$ cat config.mk
export PLATFORM = sky130hd
export DESIGN_NAME = mux4_rr_arbiter
export DESIGN_NICKNAME = d
export VERILOG_FILES = /design/src/rtl/mux4_arb_pkg.sv /design/src/rtl/mux4_rr_arbiter_sel.sv /design/src/rtl/mux4_rr_arbiter.sv
export SDC_FILE = /design/constraint.sdc
export NUM_CORES = 1
export LEC_CHECK = 0
export BUFFER_PORTS_ARGS = -buffer_cell sky130_fd_sc_hd__buf_2
export CAP_MARGIN = 20
export CORE_MARGIN = 1
export CORE_UTILIZATION = 27
export CTS_CLUSTER_SIZE = 16
export DETAILED_ROUTE_END_ITERATION = 6
export HOLD_SLACK_MARGIN = 0.03
export PLACE_DENSITY = 0.52
export SYNTH_ARGS = -nofsm -noshare
export SYNTH_HDL_FRONTEND = slang
export SYNTH_SLANG_ARGS = --single-unit
$ cat constraint.sdc
create_clock -name clk -period 1.75 [get_ports clk]
set_clock_uncertainty 0.05 [all_clocks]
set_input_delay 0.0875 -clock clk [delete_from_list [all_inputs] [get_ports clk]]
set_output_delay 0.0875 -clock clk [all_outputs]
set_load 0.01 [all_outputs]
$ cat src/rtl/mux4_arb_pkg.sv
// mux4_arb_pkg: shared sizes, FSM encoding and the round-robin pick helper
package mux4_arb_pkg;

    localparam int N_REQ = 4;
    localparam int SEL_W = 2;

    typedef enum logic {
        IDLE  = 1'b0,
        GRANT = 1'b1
    } state_e;

    typedef struct packed {
        logic             found;
        logic [SEL_W-1:0] idx;
    } pick_t;

    // Scan req from ptr upward modulo N_REQ; walking offsets high-to-low lets
    // the smallest offset (closest to ptr) overwrite and win.
    function automatic pick_t rr_pick(input logic [N_REQ-1:0] req, input logic [SEL_W-1:0] ptr);
        pick_t            p;
        logic [SEL_W-1:0] k;
        p = '0;
        for (int i = N_REQ - 1; i >= 0; i--) begin
            k = ptr + SEL_W'(i);
            if (req[k]) begin
                p.found = 1'b1;
                p.idx   = k;
            end
        end
        return p;
    endfunction

endpackage

$ cat src/rtl/mux4_rr_arbiter_sel.sv
// mux4_sel: combinational 4:1 single-bit mux
// Ports: s0 (select MSB), s1 (select LSB), i0..i3 data inputs, y selected bit.
module mux4_sel (
    input  logic s0,
    input  logic s1,
    input  logic i0,
    input  logic i1,
    input  logic i2,
    input  logic i3,
    output logic y
);

    assign y = s0 ? (s1 ? i3 : i2) : (s1 ? i1 : i0);

endmodule

$ cat src/rtl/mux4_rr_arbiter.sv
// mux4_rr_arbiter: round-robin arbiter sharing one 4:1 mux among four 1-bit sources
// Ports: clk, rst_n (async active-low), req[3:0] requests, din[3:0] source bits,
//        out_ready consumer accept; gnt[3:0] one-hot grant, s0/s1 registered
//        mux select, y selected bit, y_valid handshake qualifier.
module mux4_rr_arbiter
    import mux4_arb_pkg::*;
#(
    parameter int HOLD_MAX = 4,
    parameter int CNT_W    = 4
) (
    input  logic             clk,
    input  logic             rst_n,
    input  logic [N_REQ-1:0] req,
    input  logic [N_REQ-1:0] din,
    input  logic             out_ready,
    output logic [N_REQ-1:0] gnt,
    output logic             s0,
    output logic             s1,
    output logic             y,
    output logic             y_valid
);

    state_e           state_q, state_d;
    logic [N_REQ-1:0] gnt_q, gnt_d;
    logic [SEL_W-1:0] sel_q, sel_d;
    logic [SEL_W-1:0] ptr_q, ptr_d;
    logic [CNT_W-1:0] cnt_q, cnt_d;
    logic             granted;
    logic             xfer;
    logic             rel;
    pick_t            pick;

    assign granted = state_q == GRANT;
    assign y_valid = granted & req[sel_q];
    assign xfer    = y_valid & out_ready;
    assign rel     = granted & (~req[sel_q] | (xfer & (cnt_q == CNT_W'(HOLD_MAX - 1))));

    // On release the scan starts just past the current owner, so the owner is
    // considered last: others win first, and a lone owner re-wins (self-wrap).
    assign pick = rr_pick(req, granted ? sel_q + SEL_W'(1) : ptr_q);

    always_comb begin
        state_d = state_q;
        gnt_d   = gnt_q;
        sel_d   = sel_q;
        ptr_d   = ptr_q;
        cnt_d   = cnt_q;
        if (granted && !rel) begin
            cnt_d = xfer ? cnt_q + CNT_W'(1) : cnt_q;
        end else begin
            ptr_d   = granted ? sel_q + SEL_W'(1) : ptr_q;
            cnt_d   = '0;
            state_d = pick.found ? GRANT : IDLE;
            gnt_d   = pick.found ? N_REQ'(1) << pick.idx : '0;
            sel_d   = pick.found ? pick.idx : sel_q;
        end
    end

    always_ff @(posedge clk or negedge rst_n) begin
        if (!rst_n) begin
            state_q <= IDLE;
            gnt_q   <= '0;
            sel_q   <= '0;
            ptr_q   <= '0;
            cnt_q   <= '0;
        end else begin
            state_q <= state_d;
            gnt_q   <= gnt_d;
            sel_q   <= sel_d;
            ptr_q   <= ptr_d;
            cnt_q   <= cnt_d;
        end
    end

    assign gnt = gnt_q;
    assign s0  = sel_q[1];
    assign s1  = sel_q[0];

    mux4_sel u_mux (
        .s0 (s0),
        .s1 (s1),
        .i0 (din[0]),
        .i1 (din[1]),
        .i2 (din[2]),
        .i3 (din[3]),
        .y  (y)
    );

endmodule

==> results of run 1 <==
==> state kept, by name (all words and copies together), names as in the netlist <==
register	flops
cnt_q	4
gnt	4
granted	1
ptr_q	2
sel_q	2
==> path summary, 6_finish.rpt <==
path	startpoint	endpoint	slack, ps	depth (start not counted)
worst max-delay path	sel_q[0]$_DFFE_PN0P_	gnt[3]$_DFFE_PN0N_	50	5
worst min register to register	gnt[0]$_DFFE_PN0N_	gnt[0]$_DFFE_PN0N_	450	1
worst max register to register	sel_q[0]$_DFFE_PN0P_	gnt[3]$_DFFE_PN0N_	50	5
max in group asynchronous	rst_n	sel_q[1]$_DFFE_PN0P_	1220	2
worst min-delay path	req[3]	granted$_DFFE_PN0N_	50	3
min in group asynchronous	rst_n	sel_q[1]$_DFFE_PN0P_	180	2
==> cells in the mapped netlist, types with 2 or more instances <==
cell type	n	area, µm²
dfrtp_1	13	325
nand2_1	7	26.3
inv_1	6	22.5
nor2_1	5	18.8
o21ai_1	5	25.0
a32o_1	4	40.0
o21ai_0	3	15.0
xor2_1	3	26.3
buf_6	2	22.5
inv_2	2	7.51
mux2_1	2	22.5
mux2i_1	2	20.0
nor3_1	2	10.0
o2111ai_1	2	17.5
==> logic make-up after synthesis <==
logic type	Yosys count
xor gates and xnor gates	3
and+or+nand+nor	23
AOI/OAI and AO/OA	24
adders and majority gates	1
buffers and inverters	11
DFF	13
muxes	5
==> area by class of cell <==
class / instances / area (µm²)
multi-input cells: 56 / 468
well taps: 31 / 38.8
inverters: 8 / 30.0
flip-flops and latches: 13 / 327
clock buffers: 3 / 22.5
repair buffers: 28 / 174
clock inverters: 1 / 5.00
fillers: 283 / 1760
==> power breakdown <==
group          switching (W)  total [W]  leakage [nW]  internal (W)
sequential          0.000107   0.000518         0.163      0.000411
clock               0.000100   0.000185        0.0177     0.0000847
combinational       0.000479   0.000971         0.324      0.000491
==> timing repair <==
action,in CTS,in global routing
gates resized for setup,0,7
hold buffers,2,0
endpoints found under the setup margin,0,7
hold endpoints to repair,14,0
==> through the flow <==
stage	setup slack, ps	util (%)
floorplan	26.2	-
global placement	6.82	34.9
detailed placement	22.8	34.9
CTS	5.44	36.6
global route	-14.2	37.6
finish	52.4	37.6
==> layer usage <==
metal	vias up	track usage (%)	wire length, µm
li1	363	-	-
met1	332	14.7	845
met2	28	21.8	886
met3	4	4.31	117
met4	0	3.83	16
met5	-	0	0
==> worst max-delay path, delay by kind of cell (launching register included) <==
kind | cells | cell delay, ps
buffers and inverters | 1 | 60
DFF | 1 | 460
AOI/OAI and AO/OA | 3 | 790
xor gates and xnor gates | 1 | 230
==> results.py, run 1 <==
metrics = {
    "status": {
        "status": "complete, but fails checks",
        "violations": "DRC",
    },
    "global_route": {
        "grt_pass1_wl_mm": 3.14,
        "grt_pass1_vias": 701,
        "grt_start_max_net_pins": 14,
        "track_usage_pct": 12.6,
        "antenna_found_initial": 0,
        "gr-total-overflow": 0,
    },
    "route": {
        "wire_per_inst_um": 13.3,
        "via_per_inst": 5.19,
        "drtAntennaViolNets": 0,
        "drt_iter0_drc": 27,
        "vias": 727,
        "routed_wirelength_mm": 1.87,
        "first_pass_iters": 6,
        "drc": 4,
    },
    "floorplanning": {
        "initial_core_util_pct": 29.3,
        "dieArea_mm2": 0.00329,
        "coreArea_mm2": 0.00283,
        "die_y_um": 57.4,
        "io_pins": 19,
        "dieWidth_um": 57.4,
        "num_rows": 19,
    },
    "synthesis": {
        "syn-mean-instance-area_um2": 10.4,
        "synth_cells": 80,
        "yosys_warnings": 0,
        "ys_types": 36,
        "synth_top_family_by_area": "compound AO/OA/AOI/OAI gates",
        "synthAdderAreaFrac_pct": 1.51,
        "ys_seq_area_share_pct": 39.3,
        "synth_compound_area_share_pct": 23.7,
        "yosys.area_share.simple_pct": 17.2,
        "syn_nets": 92,
        "synth_edf_count": 0,
        "synth_area_um2": 828,
        "synth-xor-area-share_pct": 3.17,
        "synth_seq_cells": 13,
        "synth_mux_area_share_pct": 7.85,
        "async_reset_ff_share_pct": 100,
        "ys.flop_type": "dfrtp_1",
    },
    "clocking": {
        "clkTransAtPathRegs_ps": 80,
        "insertion_delay_ps": 270,
        "clock_path_buffers": 2,
        "cts_buffers": 3,
        "postCtsSetupRepairBufs": 0,
        "cts_root_buf": "clkbuf_4",
        "cts.sinks": 13,
        "h-tree-depth": 1,
        "cts_tree": "yes",
    },
    "critical_path": {
        "crit_type": "register to register",
        "worst_ep_arrival_time_ps": 1810,
        "crit_chain": "xor2_1 > o221a_1 > o2111ai_2 > inv_2 > a32o_1",
        "required_ps": 1870,
        "worstSetupEndpointType": "register",
        "worst_path_max_delay_cell": "dfrtp_1",
        "crit_path_max_incr_delay_ps": 460,
        "crit_fanout": 8,
        "start_kind": "register",
    },
    "cells_and_area": {
        "diodes": 0,
        "final_cells": 140,
        "final_common_cell": "buf_2",
        "drive_gt1_share_pct": 40.4,
        "final_cell_mix": "18 x buf_2, 12 x dfrtp_1, 7 x nand2_1, 7 x buf_4, 6 x inv_1",
        "fin_area_mm2": 0.00106,
        "area_growth_pct": 28.5,
        "final_net_count": 122,
    },
    "sta": {
        "drv_slew": 0,
        "fin_tns_setup_ps": 0,
        "period_share_pct": 97.0,
        "fmax_mhz": 589,
        "hold_violations": 0,
        "relSlewSlack_pct": 79.0,
        "worstMarginPinSlew_ps": 315,
        "hold_slack_ps": 49.0,
        "layout_min_cycle_time_ps": 1700,
        "setup_viol": 0,
    },
    "place": {
        "dp.cells": 134,
        "numPortBuffers": 18,
        "gp_congestion": 0.838,
        "dp_hpwl_mm": 1.45,
        "place_area_um2": 987,
    },
    "worst_hold_path": {
        "hold_path.class": "primary input to register",
    },
    "pwr": {
        "ir_worst_vdd_mv": 0.743,
        "powerDensity_mw_per_mm2": 1570,
        "power_w": 0.00167,
        "leakage_nw": 0.504,
    },
    "flow_run": {
        "timing.max_cap.violations": 0,
    },
}
Note: power is estimated with default switching activity, not from simulation.
==> run 2, diff against run 1 <==
--- a/config.mk
+++ b/config.mk
@@ -5,6 +5,7 @@
 export SDC_FILE = /design/constraint.sdc
 export NUM_CORES = 1
 export LEC_CHECK = 0
+export ABC_AREA = 1
 export BUFFER_PORTS_ARGS = -buffer_cell sky130_fd_sc_hd__buf_2
 export CAP_MARGIN = 20
 export CORE_MARGIN = 1
@@ -13,6 +14,7 @@
 export DETAILED_ROUTE_END_ITERATION = 6
 export HOLD_SLACK_MARGIN = 0.03
 export PLACE_DENSITY = 0.52
+export RECOVER_POWER = 25
 export SYNTH_ARGS = -nofsm -noshare
 export SYNTH_HDL_FRONTEND = slang
 export SYNTH_SLANG_ARGS = --single-unit
==> run 2 against run 1 <==
The flow now finishes without violations. Sequential cell count unchanged. First-iteration DRC count up 52%. Highest routed layer unchanged. Clock power down 3%. Design area up 12%. Via count up 25%. Sequential share of layout area down 3.2 points. Largest power group unchanged. Worst hold slack better by 68 ps. Sequential power down 6.0%.
==> results.py, run 2 <==
metrics = {
    "status": {
        "status": "completed",
    },
    "floorplanning": {
        "die_y_um": 58.5,
        "dieArea_mm2": 0.00342,
        "initial_core_util_pct": 28.2,
        "num_rows": 20,
        "io_pins": 19,
        "dieWidth_um": 58.5,
        "coreArea_mm2": 0.00305,
    },
    "place": {
        "gp_congestion": 0.801,
        "dp_hpwl_mm": 1.55,
        "dp.cells": 188,
        "pre_cts_ws_ps": -55.4,
        "numPortBuffers": 18,
    },
    "critical_path": {
        "crit_type": "register to register",
        "cp_top_family": "simple AND/OR/NAND/NOR gates",
        "required_ps": 1870,
        "crit_end": "gnt[1]$_DFFE_PN0N_",
        "reg2regPathDepth": 9,
        "crit_fanout": 6,
        "worst_ep_arrival_time_ps": 1810,
        "cp_num_cells": 9,
        "startpoint": "granted$_DFFE_PN0N_",
        "rrSetupSlack_ps": 60,
        "path_buf_inv": 1,
        "cpMostUsedCell": "nand2_1",
        "worstSetupEndpointType": "register",
        "r2r_end": "gnt[1]$_DFFE_PN0N_",
        "start_kind": "register",
        "crit_chain": "or2_4 > a21boi_4 > nand2_1 > buf_4 > nand3_2 > nand2_1 > nand2_1 > nand3_1 > nand2_1",
        "crit_path_max_incr_delay_ps": 480,
        "worst_path_max_delay_cell": "dfrtp_2",
        "regToRegStartpoint": "granted$_DFFE_PN0N_",
    },
    "clocking": {
        "h-tree-depth": 1,
        "insertion_delay_ps": 270,
        "cts_tree": "yes",
        "clock_path_buffers": 2,
        "cts_root_buf": "clkbuf_4",
        "cts.sinks": 13,
        "clkTransAtPathRegs_ps": 80,
        "cts_buffers": 3,
    },
    "flow_run": {
        "timing.max_cap.violations": 0,
    },
    "pwr": {
        "power.switching_w": 0.00115,
        "powerDensity_mw_per_mm2": 1870,
        "p_int_w": 0.00108,
        "clock_power_share_pct": 8.1,
        "swShare_pct": 51.6,
        "power_w": 0.00223,
        "seq_power_share_pct": 21.8,
        "ir_worst_vdd_mv": 0.610,
        "leakage_nw": 0.625,
        "pwr-share-comb_pct": 70.1,
    },
    "route": {
        "routed_wirelength_mm": 2.21,
        "first_pass_iters": 4,
        "via_per_inst": 4.55,
        "drt_iter0_drc": 41,
        "drc": 0,
        "wire_per_inst_um": 11.0,
        "drtAntennaViolNets": 0,
        "vias": 910,
    },
    "global_route": {
        "grt_busiest_layer": "met2",
        "gr-total-overflow": 0,
        "grt_pass1_wl_mm": 3.15,
        "globalRouteMet3Util_pct": 1.32,
        "grt_pass1_vias": 764,
        "grt_start_max_net_pins": 14,
        "antenna_found_initial": 0,
        "use_met2_pct": 19.2,
        "use_met1_pct": 15.9,
        "track_usage_pct": 12.0,
    },
    "sta": {
        "relSlewSlack_pct": 51.4,
        "setup_ws_ps": 58.3,
        "period_share_pct": 96.7,
        "worstMarginPinSlew_ps": 729,
        "layout_min_cycle_time_ps": 1690,
        "setup_viol": 0,
        "drv_slew": 0,
        "fmax_mhz": 591,
        "hold_violations": 0,
        "hold_slack_ps": 117,
    },
    "synthesis": {
        "syn_nets": 138,
        "ys_seq_area_share_pct": 37.7,
        "syn-mean-instance-area_um2": 6.84,
        "synth_most_common_cell": "nand2_1",
        "yosys.area.top_type_share_pct": 37.7,
        "async_reset_ff_share_pct": 100,
        "yosys.area.top_type": "dfrtp_1",
        "synth_top_cells_by_count": "36 x nand2_1, 17 x inv_1, 15 x nand3_1, 13 x dfrtp_1, 10 x o21ai_0",
        "synth_area_um2": 862,
        "ys_types": 24,
        "yosys_warnings": 0,
        "yosys-top-cells-area": "dfrtp_1 38%, nand2_1 16%, nand3_1 8.7%",
        "synth_seq_cells": 13,
        "ys.flop_type": "dfrtp_1",
        "synth_edf_count": 0,
        "synth_cells": 126,
    },
    "cells_and_area": {
        "final_cell_mix": "25 x nand2_1, 17 x buf_2, 13 x inv_1",
        "final_net_count": 169,
        "area_growth_pct": 38.5,
        "final_util_pct": 39.1,
        "final_cells": 200,
        "final_common_cell": "nand2_1",
        "drive_gt1_share_pct": 39.7,
        "diodes": 0,
        "fillCellCount": 341,
    },
    "worst_hold_path": {
        "min-delay-start": "req[3]",
        "hold_path.class": "primary input to register",
    },
}
[run 2: metal layers]
metal | wire length, µm | part of all wire (%) | up-vias
met5 | 0 | 0 | -
li1 | - | - | 466
met4 | 10 | 0.45 | 0
met2 | 1100 | 50 | 14
met3 | 49 | 2.2 | 2
met1 | 1050 | 48 | 428
[run 2: area by class of cell]
| type | instances | area, µm² | share of cell area (%) |
|---|---|---|---|
| repair buffers | 26 | 150 | 12.6 |
| clock buffers | 4 | 26.3 | 2.20 |
| well taps | 44 | 55.1 | 4.61 |
| flip-flops and latches | 13 | 328 | 27.5 |
| multi-input cells | 94 | 563 | 47.2 |
| inverters | 19 | 71.3 | 5.97 |
[run 2: cell families (layout without fill, tap and decap cells)]
kind of cell | count (synthesis) | after routing | share of synthesized area (%)
compound gates | 23 | 23 | 15.1
fa+ha+maj | 1 | 1 | 1.45
buf+inv | 20 | 49 | 9.58
simple gates | 69 | 70 | 36.1
flops | 13 | 13 | 37.7
[run 2: worst min-delay path by stage]
stage                           end  depth (start not counted)
6_report        granted$_DFFE_PN0N_                          3
4_1_cts         granted$_DFFE_PN0N_                          3
2_1_floorplan  cnt_q[0]$_DFFE_PN0P_                          0
3_3_place_gp     gnt[1]$_DFFE_PN0N_                          1
3_5_place_dp     gnt[3]$_DFFE_PN0N_                          1
5_1_grt         granted$_DFFE_PN0N_                          3
[run 2: metrics by stage]
stage / instance area, µm² / TNS (ps)
6_report: 1190 / 0
5_1_grt: 1190 / -191
3_5_place_dp: 1000 / -144
4_1_cts: 1050 / 0
3_3_place_gp: 1000 / -8.60
2_1_floorplan: 862 / 0
[run 2: tightest hold or removal path, stage by stage]
cell and delay (ps):
buf_2 100, inv_1 50, nand4_1 140
[run 2: power groups by stage]
stage | Sequential (W) | Clock (W) | Combinational [W]
after floorplan | 0.000491 | 0 | 0.000887
after global placement | 0.000492 | 0 | 0.00118
after detailed placement | 0.000497 | 0 | 0.00119
after CTS | 0.000493 | 0.000191 | 0.00120
after global routing | 0.000498 | 0.000201 | 0.00175
final | 0.000487 | 0.000180 | 0.00156
[run 2: timing repair]
action	4_1_cts	5_1_grt
resized for setup	1	36
endpoints found under the setup margin	5	6
hold buffers	2	0
cloned	0	1
pin swaps	0	7
buffers inserted	0	5
endpoints found under the hold margin	14	0
==> run 3, diff against run 2 <==
--- a/config.mk
+++ b/config.mk
@@ -9,11 +9,11 @@
 export BUFFER_PORTS_ARGS = -buffer_cell sky130_fd_sc_hd__buf_2
 export CAP_MARGIN = 20
 export CORE_MARGIN = 1
-export CORE_UTILIZATION = 27
+export CORE_UTILIZATION = 45
 export CTS_CLUSTER_SIZE = 16
 export DETAILED_ROUTE_END_ITERATION = 6
 export HOLD_SLACK_MARGIN = 0.03
-export PLACE_DENSITY = 0.52
+export PLACE_DENSITY = 0.76
 export RECOVER_POWER = 25
 export SYNTH_ARGS = -nofsm -noshare
 export SYNTH_HDL_FRONTEND = slang
==> run 3 against run 2 <==
The run now ends with setup timing left. Setup slack worse by 68 ps. Sequential cell count stayed put. Clock-buffer cell count is 1 lower. Largest power group unchanged. Critical path depth is 2 higher. Routed wire length is 9.4% higher. Sequential share of layout area is 0.52 points higher. Largest cell class unchanged. Die area is 39% lower. Critical path type unchanged. Via count is 7.5% higher. Worst hold slack worse by 39 ps. Utilization is 28 points higher.
==> results.py, run 3 (synthesis gave the netlist of run 2 again) <==
metrics = {
    "flow_run": {
        "timing.max_cap.violations": 0,
    },
    "sta": {
        "setup_viol": 1,
        "hold_violations": 0,
        "fmax_mhz": 568,
        "relSlewSlack_pct": 52.9,
        "rsz0062_at_grt": "true",
        "worstMarginPinSlew_ps": 706,
        "drv_slew": 0,
        "layout_min_cycle_time_ps": 1760,
        "setup_ws_ps": -9.96,
        "fin_tns_setup_ps": -9.96,
        "hold_slack_ps": 77.6,
        "period_share_pct": 101,
    },
    "global_route": {
        "gr-total-overflow": 0,
        "grt_pass1_wl_mm": 3.26,
        "grt_start_max_net_pins": 14,
        "track_usage_pct": 22.1,
        "antenna_found_initial": 0,
        "grt_pass1_vias": 803,
    },
    "route": {
        "first_pass_iters": 4,
        "via_per_inst": 5.43,
        "drt_iter0_drc": 46,
        "routed_wirelength_mm": 2.42,
        "drtAntennaViolNets": 0,
        "drc": 0,
        "vias": 978,
        "wire_per_inst_um": 13.4,
    },
    "status": {
        "status": "complete, but fails checks",
        "violations": "setup timing",
    },
    "critical_path": {
        "crit_fanout": 9,
        "worst_ep_arrival_time_ps": 1920,
        "start_kind": "register",
        "crit_type": "register to register",
        "worstSetupEndpointType": "register",
        "required_ps": 1910,
    },
    "pwr": {
        "powerDensity_mw_per_mm2": 1950,
        "ir_worst_vdd_mv": 1.12,
        "leakage_nw": 0.631,
        "power_w": 0.00229,
    },
    "clocking": {
        "cts_root_buf": "clkbuf_4",
        "clock_path_buffers": 2,
        "cts.sinks": 13,
        "cts_tree": "yes",
        "cts_buffers": 3,
        "insertion_delay_ps": 280,
        "clkTransAtPathRegs_ps": 90,
        "h-tree-depth": 1,
    },
    "floorplanning": {
        "dieArea_mm2": 0.00209,
        "io_pins": 19,
        "coreArea_mm2": 0.00176,
        "die_y_um": 45.8,
        "initial_core_util_pct": 48.9,
        "num_rows": 15,
        "dieWidth_um": 45.8,
    },
    "cells_and_area": {
        "fillCellCount": 145,
        "final_cells": 180,
        "diodes": 0,
        "final_net_count": 168,
        "area_growth_pct": 36.4,
        "final_util_pct": 66.7,
        "final_cell_mix": "24 x nand2_1, 16 x buf_2, 14 x inv_1",
        "final_common_cell": "nand2_1",
        "drive_gt1_share_pct": 39.4,
    },
    "place": {
        "gp_congestion": 0.835,
        "dp_hpwl_mm": 1.45,
        "dp.cells": 169,
        "numPortBuffers": 18,
    },
    "worst_hold_path": {
        "hold_path.class": "primary input to register",
    },
}
## run 3: changes by cell type in the layout (fill, tap and decap cells not counted), moves of 2 or more
cell	change
inv_2	-2
nand2_2	-2
nand2_4	+2
nand3_1	+3
nand3_2	-3
## run 3: path summary, 6_finish.rpt
kind | cells after the start | from | slack [ps] | end
worst min register to register | 2 | gnt[3]$_DFFE_PN0N_ | 440 | gnt[3]$_DFFE_PN0N_
worst max-delay path | 11 | granted$_DFFE_PN0N_ | -10 | gnt[0]$_DFFE_PN0N_
worst min-delay path | 3 | req[1] | 80 | granted$_DFFE_PN0N_
min in group asynchronous | 2 | rst_n | 320 | gnt[3]$_DFFE_PN0N_
max in group asynchronous | 2 | rst_n | 840 | sel_q[0]$_DFFE_PN0P_
worst max register to register | 11 | granted$_DFFE_PN0N_ | -10 | gnt[0]$_DFFE_PN0N_
## run 3: per-stage QoR
stage	setup slack, ps	instance area, µm²
after global routing	-110	1180
after CTS	17.6	1030
final	-9.96	1180
after global placement	34.7	980
after detailed placement	-34.0	980
after floorplan	127	862
## run 3: what timing repair did
action,CTS,global route
pin swaps,0,7
hold buffers,2,0
resized for setup,1,39
gates cloned,0,0
endpoints found under the hold margin,14,0
endpoints found under the setup margin,5,8
buffers inserted,0,5
## run 3: layer usage
layer  routed length [µm]  share of wire, %  up-vias  track usage [%]
met5                    0                 0        -                0
met4                   80               3.3        0             8.82
met3                  126               5.2       10             4.76
met2                 1190                49       41             36.3
met1                 1020                42      458             28.0
li1                     -                 -      469                -
## run 3: critical path, stage by stage (launching register included)
cell and delay, ps:
dfrtp_2 440, inv_1 70, nand2_2 80, nand2_4 130
nand2_1 100, nand2_2 120, nand2_1 90, nand2_1 110
nand3_2 100, nand3_1 130, nand3_2 110, o21bai_1 160
## run 3: final cells by class
cell class	count	area (µm²)	share of cell area [%]
multi-input cells	93	558	47.4
clock inverters	1	5.00	0.426
clock buffers	3	22.5	1.91
inverters	19	73.8	6.28
flip-flops and latches	13	329	28.0
repair buffers	26	156	13.3
well taps	25	31.3	2.66
## run 3: power by group
group	leakage, nW	internal (W)	switching [W]
Clock	0.0177	0.0000850	0.000108
Sequential	0.161	0.000413	0.0000882
Combinational	0.452	0.000607	0.000992
